<file path="config.mk">
export PLATFORM = sky130hd
export DESIGN_NAME = ber_delay_line
export DESIGN_NICKNAME = d
export VERILOG_FILES = /design/src/rtl/ber_delay_line.sv
export SDC_FILE = /design/constraint.sdc
export NUM_CORES = 1
export LEC_CHECK = 0
export CELL_PAD_IN_SITES_DETAIL_PLACEMENT = 1
export CELL_PAD_IN_SITES_GLOBAL_PLACEMENT = 2
export CORE_ASPECT_RATIO = 1.1
export CORE_UTILIZATION = 46
export DETAILED_ROUTE_END_ITERATION = 8
export PLACE_DENSITY_LB_ADDON = 0.1
export SYNTH_ARGS = -nofsm -noshare
export SYNTH_HDL_FRONTEND = slang
export SYNTH_SLANG_ARGS = --single-unit
</file>
<file path="constraint.sdc">
create_clock -name clk -period 6.3 [get_ports clk]
set_input_delay 1.26 -clock clk [delete_from_list [all_inputs] [get_ports clk]]
set_output_delay 1.26 -clock clk [all_outputs]
set_load 0.01 [all_outputs]
</file>
<file path="src/rtl/ber_delay_line.sv">
// Reference-bit delay line: DEPTH-1 registers plus the live input form DEPTH taps,
// and a variable tap mux picks the bit delayed by sel enables.
module ber_delay_line #(
  parameter int DEPTH = 512,
  parameter int SEL_W = $clog2(DEPTH)
) (
  input  logic             clk,
  input  logic             rst,
  input  logic             enable,
  input  logic             din,
  input  logic [SEL_W-1:0] sel,
  output logic             tap
);

  logic [DEPTH-2:0] line;
  logic [DEPTH-1:0] taps;

  assign taps = {line, din};

  // Shift register; cleared by rst only, so a soft clear keeps the history.
  always_ff @(posedge clk) begin
    if (rst) begin
      line <= '0;
    end else if (enable) begin
      line <= taps[DEPTH-2:0];
    end
  end

  // Tap select; out-of-range selects are unreachable but read as zero.
  always_comb begin
    tap = 1'b0;
    if (32'(sel) < DEPTH) begin
      tap = taps[sel];
    end else begin
      tap = 1'b0;
    end
  end

endmodule

</file>
==> flow_summary.ini <==
[grt]
grt_pass1_wl_um = 87000
antenna_found_initial = 0
grt_max_degree = 160
grt_usage_pct = 22.3
grt_pass1_vias = 15687
overflow = 0

[layout]
drive_gt1_share_pct = 9.92
finalInstanceArea_um2 = 24500
layout_common_cells = 626 x mux2i_1, 528 x nor2_1, 511 x dfxtp_1, 70 x mux4_2, 58 x o221ai_1
syn2layout_area_growth_pct = 10.5
largest_register_ff_count = 511
largest_register = line
final_nets = 2049
final_util_pct = 51.4
top_regs = line: 511 flops
n_antenna_cell = 0
layout_commonest_cell = mux2i_1

[timing]
fin_tns_setup_ps = 0
fin_crit_sh_pct = 94.7
worst_clock_skew_ps = 22.6
fin_crit_ps = 5970
slew_headroom_pct = 30.2
hold_viol = 0
setup_viol = 0
slew_viol_final = 0
fmax_mhz = 168
rsz0062_at_grt = no
worstMarginPinSlew_ps = 1050
hold_slack_ps = 504

[cts]
cts_tree = yes
clock-sinks = 511
numCtsBuffers = 56
hold_buffers = 0
clockBufferDepth = 3
path_clk_slew_ps = 60
cts-root-buf = clkbuf_16
postCtsSetupRepairBufs = 0
insertion_delay_ps = 610
htree_levels = 2
cts_resized = 0

[die]
die_y_um = 232
num_rows = 84
die_width_um = 211
ios = 14
core_um2 = 47700
die_area_um2 = 49100
start_util_pct = 46.5

[synth]
netlist_instances = 2084
ys_warn_count = 0
synth-seq-cells = 511
ys_types = 43
synth-edff-count = 0
synthArstFlopShare_pct = 0
syn-cell-area_um2 = 22200
synth_flop_cell = dfxtp_1
avgSynthCellArea_um2 = 10.6
ys_seq_area_share_pct = 46.1
synthesis.nets = 2097

[place]
placed_cell_area_um2 = 22800
place.gp.congestion = 0.770
numPortBuffers = 13
hpwl_um = 34100

[detailed_routing]
firstDrtPassIters = 4
totalWireLength_um = 53800
drt_iter0_drc = 692
routedWlPerCell_um = 19.8
via_count = 15058
vias_per_cell = 5.53
drtAntennaViolNets = 0
drc = 0

[power_and_ir_drop]
ir_drop_mv = 0.201
power.density_nw_per_um2 = 278
leakagePower_nw = 10.4

[worst_setup_path]
start_kind = input pin
endpoint_kind = output pin
cpMostUsedCell = clkdlybuf4s50_1
cp_cell_sequence = clkdlybuf4s50_1, nand2_2, buf_4, o221ai_1, o22ai_1, o21ai_0, nand3b_1, a221o_1, nand4_1, clkdlybuf4s50_1
critical_path_class = input pin to output pin
critPathMaxFanout = 28
arrival_ps = 4710
cp_slowest_cell = clkdlybuf4s50_1
slowest_delay_ps = 610
reg2reg_depth = 2
required_ps = 5040

[min_path]
min_path_type = flop to flop
hold_path_depth = 2

[run]
drv_cap = 0

[outcome]
outcome = complete, no violations
## metrics by stage
step | power [mW] | cells | setup WS [ps]
floorplan | 3.63 | 2084 | 2010
global placement | 3.72 | 2623 | 369
detailed placement | 3.73 | 2623 | 304
CTS | 6.90 | 2722 | 289
global route | 7.06 | 2722 | 140
finish | 6.80 | 2722 | 334
## report_power, final
group | switching (mW) | total [mW] | internal [mW]
combinational | 0.263 | 0.420 | 0.156
clock | 1.32 | 3.15 | 1.83
sequential | 0.000630 | 3.23 | 3.23
total | 1.59 | 6.80 | 5.22
## Yosys cell counts, types with 2 or more instances
cell       number  share of area (%)
clkinv_1        3              0.051
mux4_2         70                7.1
inv_1           2              0.034
clkbuf_1       95                1.6
buf_2          11               0.25
o211ai_1        4               0.14
nor2_1        528                8.9
o22ai_1        26               0.73
buf_12          5               0.45
buf_8           3               0.20
dfxtp_1       511                 46
nand4_1         2              0.056
a21oi_1        34               0.77
nor2b_1         2              0.056
buf_6          11               0.56
nand3_1         4              0.090
o2111ai_1       4               0.16
buf_1          41               0.69
o221ai_1       58                2.3
mux2i_1       626                 28
mux4_1          2               0.24
nor4_1          4               0.11
o21ai_0         8               0.18
nand2_1        11               0.19
## cell families after synthesis
group	Yosys count	synth area share, %
AOI/OAI and AO/OA	143	4.65
and+or+nand+nor	559	9.71
muxes	699	35.6
buffers and inverters	172	3.88
DFF	511	46.1
## critical path: cells and delay by family
kind                   cells  cell delay [ps]
AOI/OAI and AO/OA          4              960
buffers and inverters      3             1560
and+or+nand+nor            3              900
## per-layer routing
metal	track usage (%)	part of all wire [%]	up-vias	wire, um
li1	-	-	7301	-
met1	29.3	46	7508	24700
met2	37.9	48	168	26100
met3	3.39	3.4	81	1820
met4	6.54	2.3	0	1250
met5	0	0	-	0
## path summary, 6_finish.rpt
check,start,endpoint,slack (ps)
max,sel[2],tap,330
max reg2reg,line[382],line[382],5590
min,line[510],line[510],500
min reg2reg,line[510],line[510],500
## cell type report
cell class,instances,area (um^2)
clock buffers,88,1650
clock inverters,11,91.3
fillers,5140,23200
inverters,5,18.8
multi-input cells,1401,11100
flip-flops and latches,511,10200
well taps,645,807
repair buffers,61,611
(Power assumes the default switching activity.)
==> edit (same flow settings) <==
The parameter `DEPTH` goes from 512 to 256.
--- a/src/rtl/ber_delay_line.sv
+++ b/src/rtl/ber_delay_line.sv
@@ -3,3 +3,3 @@
 module ber_delay_line #(
-  parameter int DEPTH = 512,
+  parameter int DEPTH = 256,
   parameter int SEL_W = $clog2(DEPTH)
Interface: changed (resized sel); port bits go from 14 to 13. The function was not compared with the original's and may differ.
==> edit against the original RTL <==
- synthesized area shrank 50%
- clock power shrank 50%
- routed wire length shrank 53%
- setup slack gained 0.082 ns
- sequential cell count shrank 256
- cell area shrank 50%
- via count shrank 51%
- cell count shrank 50%
- total power shrank 50%
- largest cell class unchanged
- largest power group unchanged
- highest routed layer unchanged
==> edit: results (changes against the original RTL) <==
yosys:
  yosys-top-cells-count: "mux2i_1 (314), nor2_1 (269), dfxtp_1 (255)"  # was mux2i_1 (626), nor2_1 (528), dfxtp_1 (511)
  synthDistinctLibCells: 45  # was 43
  synth.top_cells.by_area: "dfxtp_1 (46%), mux2i_1 (28%), nor2_1 (9.1%)"  # was dfxtp_1 (46%), mux2i_1 (28%), nor2_1 (8.9%)
  ys_seq_area_frac: 0.460  # was 0.461
  syn-num-nets: 1070  # was 2,097
final_layout:
  clkbuf_count: 45  # was 88
  drive_above_1_share: 0.0934  # was 0.0992
  num-nonclk-inverters: 2  # was 5
  n_all_buffers: 24  # was 61
  nFillCells: 2553  # was 5,140
  multi_input_area_um2: 5590  # was 11,100 um^2
  multi_input_cells: 717  # was 1,401
  buf_share: 0.0186  # was 0.0249
  sh_seq_area: 0.418  # was 0.417
  fin_nets: 1041  # was 2,049
  reg_top3: "line (255)"  # was line (511)
  clockNetworkAreaShare: 0.0733  # was 0.0712
pwr:
  cellLeakagePower_nw: 5.19  # was 10.4 nW
  combinationalPowerShare: 0.057  # was 0.062
  power_combinational_w: 0.000195  # was 0.000420 W
  internal_power_w: 0.00263  # was 0.00522 W
  ir_drop_v: 0.000183  # was 0.000201 V
critical_path:
  critPathMaxFanout: 15  # was 28
  r2r_start: "line[83]"  # was line[382]
  crit_arrival_ns: 4.62  # was 4.71 ns
  slowest_delay_ns: 0.90  # was 0.61 ns
  r2r_end: "line[84]"  # was line[382]
  reg2reg_slack_ns: 5.58  # was 5.59 ns
detailed_routing:
  vias: 7396  # was 15,100
  drt_first_iter_violations: 231  # was 692
  routed_wl_um: 25200  # was 53,800 um
place:
  io_buffers: 12  # was 13
  dpl.hpwl_um: 15500  # was 34,100 um
  place_congestion: 0.745  # was 0.770
timing:
  clock_skew_ns: 0.0107  # was 0.0226 ns
  slew_headroom: 0.235  # was 0.302
  timing.hold.ws_ns: 0.515  # was 0.504 ns
cts:
  h-tree-depth: 1  # was 2
  worstSkewPairLatency_ns: 0.53  # was 0.61 ns
  cts_buffers: 29  # was 56
  postCtsSetupBuffers: 0  # unchanged
grt:
  grt_pass1_vias: 7633  # was 15,700
  grt.total_usage: 0.210  # was 0.223
  grt_first_pass_wirelength_um: 41200  # was 87,000 um
hold_path:
  hold_end: "line[162]"  # was line[510]
  worstHoldStart: "line[162]"  # was line[510]
run_status:
  status: "complete, no violations"  # unchanged
edit: changes by cell type after synthesis, sizes merged, moves of 32 or more:
cell and change:
nor2 -259, mux2i -312, buf -32, dfxtp -256
mux4 -41, o221ai -58, clkbuf -51
edit: cells by family after synthesis:
family,share of synthesized area
DFF,0.460
AOI/OAI and AO/OA,0.0387
muxes,0.356
and+or+nand+nor,0.109
buffers and inverters,0.0361
edit: per-stage QoR:
step | setup slack (ns) | instances
2_1_floorplan | 2.12 | 1058
3_3_place_gp | 0.587 | 1303
3_5_place_dp | 0.461 | 1303
4_1_cts | 0.446 | 1354
5_1_grt | 0.190 | 1354
6_report | 0.416 | 1354
edit: tightest hold or removal path: cells and delay by family, from the launching register on:
family | cells | cell delay (ns)
multiplexers | 1 | 0.07
AND/OR/NAND/NOR | 1 | 0.07
flip-flops | 1 | 0.34
edit: per-layer routing:
layer	global-route usage	wire (um)	up-vias
met5	0	0	-
met4	0.0468	318	0
met3	0.0356	805	27
met2	0.360	12100	73
met1	0.275	12000	3639
li1	-	-	3657
